--- config.mk ---
export PLATFORM = sky130hd
export DESIGN_NAME = aes256_axi_sequencer
export DESIGN_NICKNAME = d
export VERILOG_FILES = /design/src/rtl/aes256_axi_sequencer.sv
export SDC_FILE = /design/constraint.sdc
export NUM_CORES = 1
export LEC_CHECK = 0
export CAP_MARGIN = 20
export CORE_MARGIN = 5
export CORE_UTILIZATION = 45
export DETAILED_ROUTE_END_ITERATION = 10
export PLACE_DENSITY_LB_ADDON = 0.25
export SLEW_MARGIN = 25
export SYNTH_ARGS = -nofsm -noshare
export SYNTH_HDL_FRONTEND = slang
export SYNTH_SLANG_ARGS = --single-unit
--- constraint.sdc ---
create_clock -name S_AXI_ACLK -period 3.45 [get_ports S_AXI_ACLK]
set_clock_uncertainty 0.1 [all_clocks]
set_input_delay 0.345 -clock S_AXI_ACLK [delete_from_list [all_inputs] [get_ports S_AXI_ACLK]]
set_output_delay 0.345 -clock S_AXI_ACLK [all_outputs]
set_load 0.005 [all_outputs]
--- src/rtl/aes256_axi_sequencer.sv ---
// Sequencer between the AXI-Lite register file and the AES256 core: packs 32-bit
// writes into seed/data blocks, runs key load before data, and holds the result.
module aes256_axi_sequencer #(
  parameter int TIMEOUT_CYC = 64,
  parameter int CNT_W       = 8
) (
  input  logic         S_AXI_ACLK,
  input  logic         S_AXI_ARESETN,
  input  logic         wr_en,
  input  logic [1:0]   wr_addr,
  input  logic [31:0]  wr_data,
  output logic [127:0] dev_data,
  output logic [127:0] dev_seed,
  output logic [1:0]   dev_mode,
  output logic         dev_start,
  input  logic         dev_done,
  input  logic [127:0] dev_result,
  input  logic [1:0]   res_word_sel,
  output logic [31:0]  res_word,
  output logic [7:0]   status,
  output logic         irq
);

  typedef enum logic [1:0] {IDLE, WAIT_KEY, WAIT_DATA} state_t;

  // All state lives in one struct so reset and soft clear are a single '0 load.
  typedef struct packed {
    state_t             st;
    logic [127:0]       dbuf;
    logic [127:0]       sbuf;
    logic [127:0]       res;
    logic [1:0]         d_cnt;
    logic [1:0]         s_cnt;
    logic [1:0]         mode;
    logic [1:0]         dmode;
    logic               start;
    logic               dpend;
    logic               spend;
    logic               kval;
    logic               rval;
    logic               ovf;
    logic               tmo;
    logic               cfg;
    logic [CNT_W-1:0]   wcnt;
  } regs_t;

  regs_t r;

  logic soft_clr, term;
  assign soft_clr = wr_en && (wr_addr == 2'd0) && wr_data[0];
  assign term     = (r.wcnt == CNT_W'(TIMEOUT_CYC - 1));

  always_ff @(posedge S_AXI_ACLK or negedge S_AXI_ARESETN) begin
    if (!S_AXI_ARESETN) begin
      r <= '0;
    end else if (soft_clr) begin
      r <= '0;
    end else begin
      r.start <= 1'b0;
      if (wr_en) begin
        case (wr_addr)
          2'd0: if (wr_data[1]) r.rval <= 1'b0;
          2'd1: if (wr_data[1]) r.cfg <= 1'b1;
                else            r.mode <= wr_data[1:0];
          // Drops test the registered pend flag, which also freezes the buffer.
          2'd2: if (r.dpend) r.ovf <= 1'b1;
                else begin
                  for (int i = 0; i < 4; i++)
                    if (r.d_cnt == 2'(i)) r.dbuf[127-32*i -: 32] <= wr_data;
                  r.d_cnt <= r.d_cnt + 2'd1;
                  if (r.d_cnt == 2'd3) r.dpend <= 1'b1;
                end
          default: if (r.spend) r.ovf <= 1'b1;
                else begin
                  for (int i = 0; i < 4; i++)
                    if (r.s_cnt == 2'(i)) r.sbuf[127-32*i -: 32] <= wr_data;
                  r.s_cnt <= r.s_cnt + 2'd1;
                  if (r.s_cnt == 2'd3) r.spend <= 1'b1;
                end
        endcase
      end
      // FSM follows the write decode so a same-cycle dev_done beats res_ack.
      case (r.st)
        IDLE: begin
          if (r.spend) begin
            r.dmode <= 2'd2;
            r.start <= 1'b1;
            r.wcnt  <= '0;
            r.st    <= WAIT_KEY;
          end else if (r.dpend && r.kval && !r.rval) begin
            r.dmode <= r.mode;
            r.start <= 1'b1;
            r.wcnt  <= '0;
            r.st    <= WAIT_DATA;
          end
        end
        WAIT_KEY: begin
          r.wcnt <= r.wcnt + CNT_W'(1);
          if (dev_done) begin
            r.kval  <= 1'b1;
            r.spend <= 1'b0;
            r.st    <= IDLE;
          end else if (term) begin
            r.tmo   <= 1'b1;
            r.kval  <= 1'b0;
            r.spend <= 1'b0;
            r.st    <= IDLE;
          end
        end
        WAIT_DATA: begin
          r.wcnt <= r.wcnt + CNT_W'(1);
          if (dev_done) begin
            r.res   <= dev_result;
            r.rval  <= 1'b1;
            r.dpend <= 1'b0;
            r.st    <= IDLE;
          end else if (term) begin
            r.tmo   <= 1'b1;
            r.dpend <= 1'b0;
            r.st    <= IDLE;
          end
        end
        default: r.st <= IDLE;
      endcase
    end
  end

  assign dev_data  = r.dbuf;
  assign dev_seed  = r.sbuf;
  assign dev_mode  = r.dmode;
  assign dev_start = r.start;
  assign status    = {r.cfg, r.tmo, r.ovf, r.rval, r.spend, r.dpend, r.kval, (r.st != IDLE)};
  assign irq       = r.rval | r.tmo | r.ovf;

  always_comb begin
    res_word = r.res[127:96];
    case (res_word_sel)
      2'd1:    res_word = r.res[95:64];
      2'd2:    res_word = r.res[63:32];
      2'd3:    res_word = r.res[31:0];
      default: res_word = r.res[127:96];
    endcase
  end

endmodule

# After elaboration in Yosys (flattened, before gate mapping)
# Cells that the tools add are included.
# classes
muxes	62
bitwise	2
eq_ne	23
n_addsub	3
reduce_logical	54
# op_table
operator	count
$mux 128	6
$mux 410	1
$mux 256	1
$mux 32	8
$pmux 32 s3	1
$reduce_bool 2->1	19
$reduce_and 4->1	9
$mux 2	15
$mux 1	21
$eq 2x2->1 const B	8
$mux 8	2
$pmux 8 s2	1
$reduce_and 3->1	5
$ne 2x1->1 const B	6
$reduce_bool 3->1	4
$eq 2x1->1 const B	5
$reduce_and 2->1	5
$mux 3	3
$add 8x1->8 const B	1
$eq 8x6->1 const B	1
$logic_not 2->1	4
$mux 6	1
$add 2x1->2 const B	2
$logic_and 1x1->1	4
9 further kinds	11
# word_totals
output_inout_bits	300
reg_bits	410
input_bits	168

# Logic depth before layout (Yosys ltp)
# Gate-level depths: netlist of the first run.
# depth
ltp_word	9
depth_mapped	8
depth_no_buf	6

# Worst setup path before layout of the first run
# No wires, ideal clock.
# synth_path
path_type	input-to-output
from	in res_word_sel[0]
to	out res_word[10]
arrival_ns	1.401
stages	3
required_ns	3.005
setup_slack_ns	1.604
path_cell_list	clkbuf_1 -> buf_2 -> mux4_2
# synth_via
elab_chain_cells	2
word_cells_on_any_way	4
# synth_rtl
element	line_no	rtl
start: declaration	18	input logic [1:0] res_word_sel,
$eq 2x2->1 or $eq 2x1->1 (tied branches)	137	case (res_word_sel)
$pmux 32 s3 *	137	
end: declaration	19	output logic [31:0] res_word,
# Every way passes the cells marked *; elsewhere a longest branch is shown, timed or not.

# Worst setup path in the final report of the first run
# layout_path
from	in res_word_sel[1]
to	out res_word[23]
# The elaborated chain is that of the path after synthesis.

==> results.py, run 1 <==
metrics = {
    "clock_tree": {
        "clkSinkCount": 409,
        "cts_root_buffer": "clkbuf_16",
        "clk_pin_slew_ns": 0.06,
        "cts_inserted_buffers": 43,
        "cts_tree": "built",
        "ctsResizeCount": 0,
        "postCtsSetupBuffers": 0,
        "htreeDepth": 2,
        "clock_latency_ns": 0.54,
        "cts_buffer_depth": 3,
    },
    "synthesis": {
        "ys_warn_count": 0,
        "synth_cell_types": 42,
        "netlist_instances": 1872,
        "synth-edff-count": 0,
        "syn_area_sq_um": 18400,
        "synth-async-reset-ratio_pct": 100,
        "yosysSeqAreaShare_pct": 55.6,
        "synth-main-ff-cell": "dfrtp_1",
        "syn_avg_cell_area_sq_um": 9.84,
        "syn_nets": 2052,
        "synth_seq_cells": 409,
    },
    "critical_path": {
        "path_common_cell": "clkdlybuf4s50_1",
        "end_kind": "primary output",
        "startpoint_type": "input pin",
        "arrival_ns": 2.18,
        "critical_path_class": "in2out",
        "required_ns": 3.00,
        "path_max_fanout": 32,
        "crit_chain": "clkdlybuf4s50_1, buf_4, mux4_2, clkdlybuf4s50_1",
        "cp_slowest_cell": "clkdlybuf4s50_1",
        "cpPeakStageDelay_ns": 0.53,
    },
    "final_layout": {
        "final_common_cell": "nand2_1",
        "area_delta_synth_final_pct": 24.5,
        "diodes": 0,
        "final_area_sq_um": 22900,
        "drive_gt1_share_pct": 7.11,
        "nets": 2218,
        "final_util_pct": 56.4,
        "nFillCells": 3545,
        "fin_cells": 2600,
        "final_cell_mix": "nand2_1, clkdlybuf4s50_1, dfrtp_1, o21ai_0, a21oi_1",
    },
    "placement": {
        "io_buffers": 467,
        "gp_congestion": 0.853,
        "place_inst": 2524,
        "hpwlAfterDp_mm": 36.5,
        "placed_area_sq_um": 21600,
    },
    "drt": {
        "via_per_inst": 5.11,
        "drt_wl_total_mm": 50.8,
        "drt_iter0_drc": 874,
        "drt_pass1_iterations": 7,
        "drtAntennaViolNets": 0,
        "drc": 0,
        "wl_per_cell_microns": 19.5,
        "dr_total_vias": 13300,
    },
    "timing": {
        "setup-tns-final_ns": 0,
        "setup_violations": 0,
        "period_share_pct": 76.0,
        "layout_min_cycle_time_ns": 2.62,
        "slew_violations": 0,
        "rsz0062_at_grt": "no",
        "relSlewSlack_pct": 52.6,
        "tightest_slew_ns": 0.711,
        "hold_viol": 0,
        "clock.fmax_ghz": 0.381,
    },
    "die": {
        "initial_core_util_pct": 45.3,
        "dieArea_sq_um": 45100,
        "dieHeight_microns": 212,
        "fp-row-count": 74,
        "core_area_sq_um": 40600,
        "fp.dieW_microns": 212,
        "io_pins": 468,
    },
    "status": {
        "status": "completed",
    },
    "run": {
        "max_cap_violations": 0,
    },
    "pwr": {
        "power_density_nw_per_um2": 843,
        "p_leak_uw": 0.0100,
        "vdd_drop_max_v": 0.000432,
    },
    "global_route": {
        "grt_pass1_wl_mm": 78.0,
        "antenna_found_initial": 2,
        "grt_pass1_vias": 13300,
        "grt_util_all_layers_pct": 22.1,
        "grt_max_degree": 140,
        "overflow": 0,
    },
    "min_path": {
        "min-delay-path-class": "in2async",
    },
}
[cell type report]
| type | instances | area [sq um] | share of cell area [%] |
|---|---|---|---|
| Tap cell | 532 | 666 | 2.90 |
| Sequential cell | 409 | 10200 | 44.6 |
| Timing Repair Buffer | 495 | 5000 | 21.8 |
| Clock buffer | 62 | 1230 | 5.35 |
| Multi-Input combinational cell | 1078 | 5640 | 24.6 |
| Clock inverter | 13 | 121 | 0.529 |
| Inverter | 11 | 41.3 | 0.180 |
[cells by family after synthesis]
group,Yosys count,share of synthesized area (%)
xor gates and xnor gates,2,0.0951
DFF,409,55.6
adders and majority gates,12,0.815
muxes,41,4.46
AOI/OAI and AO/OA,435,12.7
and+or+nand+nor,588,12.4
buffers and inverters,385,13.9
[worst max-delay path: cells and delay by family]
family                 cells  cell delay (ns)
buffers and inverters      3             1.41
muxes                      1             0.39
[power by group]
part	leakage, uW	internal [uW]	switching, uW	total (uW)
Sequential	0.00530	6870	1240	8100
Clock	0.000669	2610	1860	4470
Combinational	0.00408	3980	2790	6760
[sequential cells by signal (all words and copies together) (netlist names)]
register / flops
r: 143
dev_data: 128
dev_mode: 2
dev_start: 1
dev_seed: 128
status: 7
[synthesized netlist by cell type (2+ instances only)]
cell,count,area (sq um)
nor2_1,14,52.6
o21ai_0,249,1250
clkbuf_2,2,10.0
ha_1,12,150
o21ai_1,11,55.1
a211oi_1,3,22.5
nand2_1,551,2070
clkbuf_1,44,165
dfrtp_1,409,10200
a21oi_4,8,130
buf_4,279,2090
nand3_1,4,20.0
buf_2,45,225
a21oi_1,146,731
a32o_1,2,20.0
a31oi_1,5,31.3
a22o_1,4,35.0
nand4bb_1,2,22.5
mux4_2,32,721
nand3b_1,2,15.0
nor2b_1,4,25.0
and4bb_1,2,25.0
nand2b_1,2,12.5
xnor2_1,2,17.5
buf_1,2,7.51
mux2_2,9,101
inv_1,11,41.3
buf_6,2,22.5
[per-layer routing]
layer	global-route usage, %	vias up	part of all wire (%)
li1	-	6247	-
met1	29.1	6432	41
met2	35.5	496	47
met3	6.30	102	8.7
met4	7.26	4	3.2
met5	0	-	0.051
[what timing repair did]
| action | CTS | global route |
|---|---|---|
| setup endpoints to repair | 0 | 0 |
| endpoints found under the hold margin | 39 | 0 |
| hold buffers | 1 | 0 |
[per-stage QoR]
stage	hold slack (ns)	setup WS [ns]	power, uW
finish	0.179	0.827	19300
global route	0.202	0.776	20600
CTS	0.165	0.814	19600
detailed placement	0.164	0.695	15000
global placement	0.163	0.734	14800
floorplan	-0.0506	1.60	12200
[path summary, 6_finish.rpt]
| kind | startpoint | endpoint | slack (ns) | cells past startpoint |
|---|---|---|---|---|
| setup / recovery | res_word_sel[1] | res_word[23] | 0.83 | 4 |
| max in group asynchronous | S_AXI_ARESETN | r[42] | 2.06 | 3 |
| setup reg to reg | status[3] | dev_seed[72] | 1.32 | 4 |
| hold reg to reg | dev_seed[99] | dev_seed[99] | 0.38 | 2 |
| hold / removal | S_AXI_ARESETN | dev_data[24] | 0.18 | 2 |
| min in group S_AXI_ACLK | dev_result[87] | r[111] | 0.23 | 3 |
Power figures use the tool's default switching activity.
==> run 2, diff against run 1 <==
==> constraint.sdc (replaced) <==
create_clock -name S_AXI_ACLK -period 2.6 [get_ports S_AXI_ACLK]
set_clock_uncertainty 0.1 [all_clocks]
set_input_delay 0.26 -clock S_AXI_ACLK [delete_from_list [all_inputs] [get_ports S_AXI_ACLK]]
set_output_delay 0.26 -clock S_AXI_ACLK [all_outputs]
set_load 0.005 [all_outputs]
==> run 2 against run 1 <==
Against the previous run:
- die area stayed put
- sequential cell count stayed put
- global-route usage is 0.80 points higher
- final cell count is 1.4% higher
- design area is 2.0% higher
- power is 34% higher
- utilization is 1.1 points higher
- register-to-register slack worse by 0.79 ns
- largest power group unchanged
- worst hold slack worse by 0.031 ns
- via count is 1.0% higher
==> results.py, run 2 (synthesized netlist as in run 1, its figures left out) <==
metrics = {
    "drt": {
        "drt_iter0_drc": 755,
        "drc": 0,
        "drtAntennaViolNets": 0,
        "drt_pass1_iterations": 5,
        "wl_per_cell_microns": 19.8,
        "dr_total_vias": 13400,
        "drt_wl_total_mm": 52.3,
        "via_per_inst": 5.09,
    },
    "clock_tree": {
        "clock_latency_ns": 0.56,
        "cts_buffer_depth": 3,
        "cts_tree": "built",
        "clkSinkCount": 409,
        "postCtsSetupBuffers": 0,
        "cts_root_buffer": "clkbuf_16",
        "clk_pin_slew_ns": 0.06,
        "htreeDepth": 2,
        "cts_inserted_buffers": 44,
        "ctsResizeCount": 0,
    },
    "final_layout": {
        "final_cell_mix": "nand2_1, clkdlybuf4s50_1, dfrtp_1, o21ai_0, a21oi_1",
        "regMostFlops": "r",
        "largest_register_ffs": 143,
        "final_area_sq_um": 23400,
        "nets": 2253,
        "drive_gt1_share_pct": 8.65,
        "fin_cells": 2636,
        "area_delta_synth_final_pct": 27.0,
        "final_common_cell": "nand2_1",
    },
    "global_route": {
        "grt_max_degree": 106,
        "grt_pass1_wl_mm": 80.6,
        "grt_pass1_vias": 13700,
        "grt_util_all_layers_pct": 22.8,
        "antenna_found_initial": 3,
        "overflow": 0,
    },
    "timing": {
        "layout_min_cycle_time_ns": 2.37,
        "tightest_slew_ns": 0.630,
        "setup_violations": 0,
        "relSlewSlack_pct": 58.0,
        "slew_violations": 0,
        "setup-tns-final_ns": 0,
        "hold_viol": 0,
        "rsz0062_at_grt": "no",
        "clock.fmax_ghz": 0.423,
        "worst_slack_ns": 0.235,
        "period_share_pct": 91.0,
    },
    "pwr": {
        "p_int_uw": 18000,
        "pwr-share-clk_pct": 23.3,
        "pwr-share-comb_pct": 35.2,
        "vdd_drop_max_v": 0.000653,
        "seqPwrFrac_pct": 41.5,
        "p_sw_share_pct": 30.4,
        "p_leak_uw": 0.0103,
        "power_density_nw_per_um2": 1110,
        "p_sw_uw": 7900,
    },
    "critical_path": {
        "required_ns": 2.24,
        "reg2regPathDepth": 4,
        "rrSetupSlack_ns": 0.53,
        "path_max_fanout": 5,
        "reg2reg_from": "status[2]",
        "reg2reg_to": "dev_data[31]",
        "arrival_ns": 2.01,
        "startpoint_type": "register",
        "end_kind": "primary output",
        "critical_path_class": "reg2out",
    },
    "min_path": {
        "worstHoldPathCells": 3,
        "hold_start": "dev_result[35]",
        "min_to": "r[59]",
        "min-delay-path-class": "in2reg",
    },
    "placement": {
        "pre_cts_slack_ns": 0.130,
        "hpwlAfterDp_mm": 38.5,
        "placed_area_sq_um": 22000,
        "io_buffers": 467,
        "place_inst": 2558,
        "gp_congestion": 0.858,
    },
    "status": {
        "status": "completed",
    },
    "die": {
        "io_pins": 468,
        "initial_core_util_pct": 45.3,
        "core_area_sq_um": 40600,
        "dieHeight_microns": 212,
        "dieArea_sq_um": 45100,
        "fp.dieW_microns": 212,
        "fp-row-count": 74,
    },
    "run": {
        "max_cap_violations": 0,
    },
}
[run 2: cell type report]
type                       instances  area (sq um)
fill                            3530         17300
sequential                       409         10200
multi-input combinational       1078          5640
timing repair buffer             529          5420
clock buffer                      66          1310
tap                              532           666
clock inverter                    10          87.6
inverter                          11          41.3
antenna                            1          2.50
[run 2: worst max path at each step]
stage	to	cells past startpoint	slack, ns	startpoint
final	status[0]	4	0.23	r[408]
after global routing	status[0]	4	0.15	r[408]
after CTS	status[0]	4	0.24	r[408]
after detailed placement	dev_seed[6]	7	0.13	wr_addr[1]
after global placement	dev_data[31]	5	0.19	wr_en
after floorplan	r[142]	7	0.92	r[408]
[run 2: stage by stage]
stage	utilization (%)	hold WS [ns]	power [uW]
finish	57.6	0.148	25900
global route	57.5	0.134	27600
CTS	57.5	0.112	26200
detailed placement	54.1	0.200	20100
global placement	54.1	0.197	19700
floorplan	-	-0.136	16200
[run 2: routing by layer]
metal | up-vias | share of wire (%) | GRT usage, %
met2 | 467 | 47 | 37.3
li1 | 6307 | - | -
met5 | - | 0.065 | 0
met4 | 4 | 2.6 | 6.64
met3 | 72 | 8.5 | 6.83
met1 | 6567 | 41 | 29.9
[run 2: what timing repair did]
item | in CTS | in global routing
hold buffers | 1 | 0
hold endpoints to repair | 63 | 0
setup endpoints to repair | 0 | 0
[run 2: worst max-delay path, stage by stage (launching register included)]
cell,delay (ns)
dfrtp_1,0.39
inv_1,0.09
ha_1,0.26
inv_1,0.18
clkdlybuf4s50_1,0.54
[run 2: power groups by stage]
| stage | combinational, uW | sequential [uW] | clock (uW) |
|---|---|---|---|
| 4_1_cts | 9290 | 10800 | 6210 |
| 6_report | 9130 | 10800 | 6060 |
| 3_5_place_dp | 9240 | 10900 | 0 |
| 3_3_place_gp | 9030 | 10700 | 0 |
| 5_1_grt | 10100 | 11100 | 6460 |
| 2_1_floorplan | 5940 | 10200 | 0 |
==> run 3, diff against run 2 <==
--- a/config.mk
+++ b/config.mk
@@ -5,9 +5,11 @@
 export SDC_FILE = /design/constraint.sdc
 export NUM_CORES = 1
 export LEC_CHECK = 0
-export CAP_MARGIN = 20
+export CAP_MARGIN = 30
+export CELL_PAD_IN_SITES_DETAIL_PLACEMENT = 2
+export CELL_PAD_IN_SITES_GLOBAL_PLACEMENT = 2
 export CORE_MARGIN = 5
-export CORE_UTILIZATION = 45
+export CORE_UTILIZATION = 30
 export DETAILED_ROUTE_END_ITERATION = 10
 export PLACE_DENSITY_LB_ADDON = 0.25
 export SLEW_MARGIN = 25
==> run 3 against run 2 <==
Against the previous run:
- global-route usage decreased by 4.1 points
- sequential share of layout area shrank 1.1 points
- maximum frequency shrank 2.4%
- highest routed layer unchanged
- routed wire length grew 22%
- non-clock buffer count unchanged
==> results.py, run 3 (synthesized netlist as in run 1, its figures left out) <==
metrics = {
    "die": {
        "fp.dieW_microns": 258,
        "io_pins": 468,
        "fp-row-count": 90,
        "core_area_sq_um": 60600,
        "dieHeight_microns": 258,
        "initial_core_util_pct": 30.4,
        "dieArea_sq_um": 66500,
    },
    "critical_path": {
        "reg2reg_from": "r[23]",
        "cpPeakStageDelay_ns": 0.54,
        "startpoint_type": "register",
        "rrSetupSlack_ns": 0.48,
        "reg2reg_to": "dev_data[64]",
        "cp_slowest_cell": "clkdlybuf4s50_1",
        "path_max_fanout": 5,
        "required_ns": 2.24,
        "end_kind": "primary output",
        "path_common_cell": "inv_1",
        "critical_path_class": "reg2out",
        "crit_chain": "inv_1, ha_1, inv_1, clkdlybuf4s50_1",
        "arrival_ns": 2.06,
        "reg2regPathDepth": 4,
    },
    "final_layout": {
        "largest_register_ffs": 143,
        "final_common_cell": "nand2_1",
        "nets": 2258,
        "drive_gt1_share_pct": 9.31,
        "area_delta_synth_final_pct": 30.2,
        "final_cell_mix": "nand2_1, clkdlybuf4s50_1, dfrtp_1, o21ai_0, a21oi_1",
        "regMostFlops": "r",
        "nFillCells": 6452,
        "fin_cells": 2898,
        "final_util_pct": 39.6,
    },
    "timing": {
        "period_share_pct": 93.2,
        "whs_ns": 0.104,
        "setup-tns-final_ns": 0,
        "hold_viol": 0,
        "layout_min_cycle_time_ns": 2.42,
        "setup_violations": 0,
        "slew_violations": 0,
        "worst_slack_ns": 0.176,
        "rsz0062_at_grt": "no",
        "tightest_slew_ns": 0.943,
        "clock.fmax_ghz": 0.413,
        "relSlewSlack_pct": 37.0,
    },
    "clock_tree": {
        "cts_inserted_buffers": 49,
        "clkSinkCount": 409,
        "clk_pin_slew_ns": 0.06,
        "cts_tree": "built",
        "cts_root_buffer": "clkbuf_16",
        "cts_buffer_depth": 3,
        "clock_latency_ns": 0.58,
        "postCtsSetupBuffers": 0,
        "htreeDepth": 2,
    },
    "global_route": {
        "grt_pass1_vias": 15700,
        "grt_pass1_wl_mm": 97.7,
        "overflow": 0,
        "grt_max_degree": 92,
        "antenna_found_initial": 5,
        "grt_util_all_layers_pct": 18.8,
    },
    "drt": {
        "drt_pass1_iterations": 4,
        "drt_iter0_drc": 491,
        "drt_wl_total_mm": 63.7,
        "wl_per_cell_microns": 22.0,
        "drc": 0,
        "drtAntennaViolNets": 0,
        "dr_total_vias": 13700,
        "via_per_inst": 4.73,
    },
    "placement": {
        "io_buffers": 467,
        "pre_cts_slack_ns": 0.0430,
        "hpwlAfterDp_mm": 46.4,
        "place_inst": 2808,
        "gp_congestion": 0.781,
    },
    "run": {
        "max_cap_violations": 0,
    },
    "pwr": {
        "p_sw_share_pct": 31.5,
        "pwr-share-comb_pct": 34.7,
        "p_int_uw": 18700,
        "p_leak_uw": 0.0104,
        "p_sw_uw": 8570,
        "seqPwrFrac_pct": 39.9,
        "pwr-share-clk_pct": 25.4,
        "power_density_nw_per_um2": 1140,
        "vdd_drop_max_v": 0.000501,
    },
    "status": {
        "status": "completed",
    },
    "min_path": {
        "min-delay-path-class": "in2async",
    },
}
-- run 3: cell types whose count changed in the layout (fill, tap and decap cells not counted), moves of 3 or more --
cell and change:
clkbuf_8 +7, buf_4 -3, buf_12 +3, clkinv_2 +3, clkbuf_16 +4
-- run 3: worst max path at each step --
stage | start | to | slack (ns)
after detailed placement | wr_addr[1] | dev_data[64] | 0.04
after global routing | r[408] | status[0] | 0.1
after floorplan | r[408] | r[142] | 0.92
final | r[408] | status[0] | 0.18
after global placement | wr_addr[1] | dev_data[64] | 0.06
after CTS | r[408] | status[0] | 0.13
-- run 3: metal layers --
metal  wire, microns  track usage [%]  vias to the layer above
met5              68                0                        -
met4             987             3.46                       10
met3            4250             5.87                       72
met2           32500             33.9                      335
met1           25900             22.3                     6975
li1                -                -                     6314
-- run 3: area by class of cell --
cell class                      count  area [sq um]  share of cell area (%)
Tap cell                          782           978                    4.08
Multi-Input combinational cell   1078          5640                    23.5
Sequential cell                   409         10200                    42.7
Clock inverter                     13           141                   0.590
Antenna cell                        1          2.50                  0.0104
Inverter                           11          41.3                   0.172
Timing Repair Buffer              529          5450                    22.7
Clock buffer                       75          1490                    6.23
-- run 3: through the flow --
stage	total power [uW]	area, sq um
floorplan	16200	18400
global placement	20100	22300
detailed placement	20600	22300
CTS	27700	24000
global route	29000	24000
finish	27200	24000
-- run 3: what timing repair did --
| action | in CTS | in global routing |
|---|---|---|
| hold endpoints to repair | 219 | 0 |
| gates resized for setup | 0 | 0 |
| hold buffers | 1 | 0 |
| setup endpoints to repair | 0 | 0 |
-- run 3: power by group through the flow --
stage	Combinational, uW	Clock, uW	Sequential [uW]
after floorplan	5940	0	10200
after global routing	10400	7410	11200
after global placement	9260	0	10800
after CTS	9710	7130	10900
final	9450	6920	10900
after detailed placement	9620	0	11000
-- run 3: critical path, delay by kind of cell (launching register included) --
| kind | cells | cell delay (ns) |
|---|---|---|
| DFF | 1 | 0.38 |
| buffers and inverters | 3 | 0.83 |
| adders and majority gates | 1 | 0.28 |
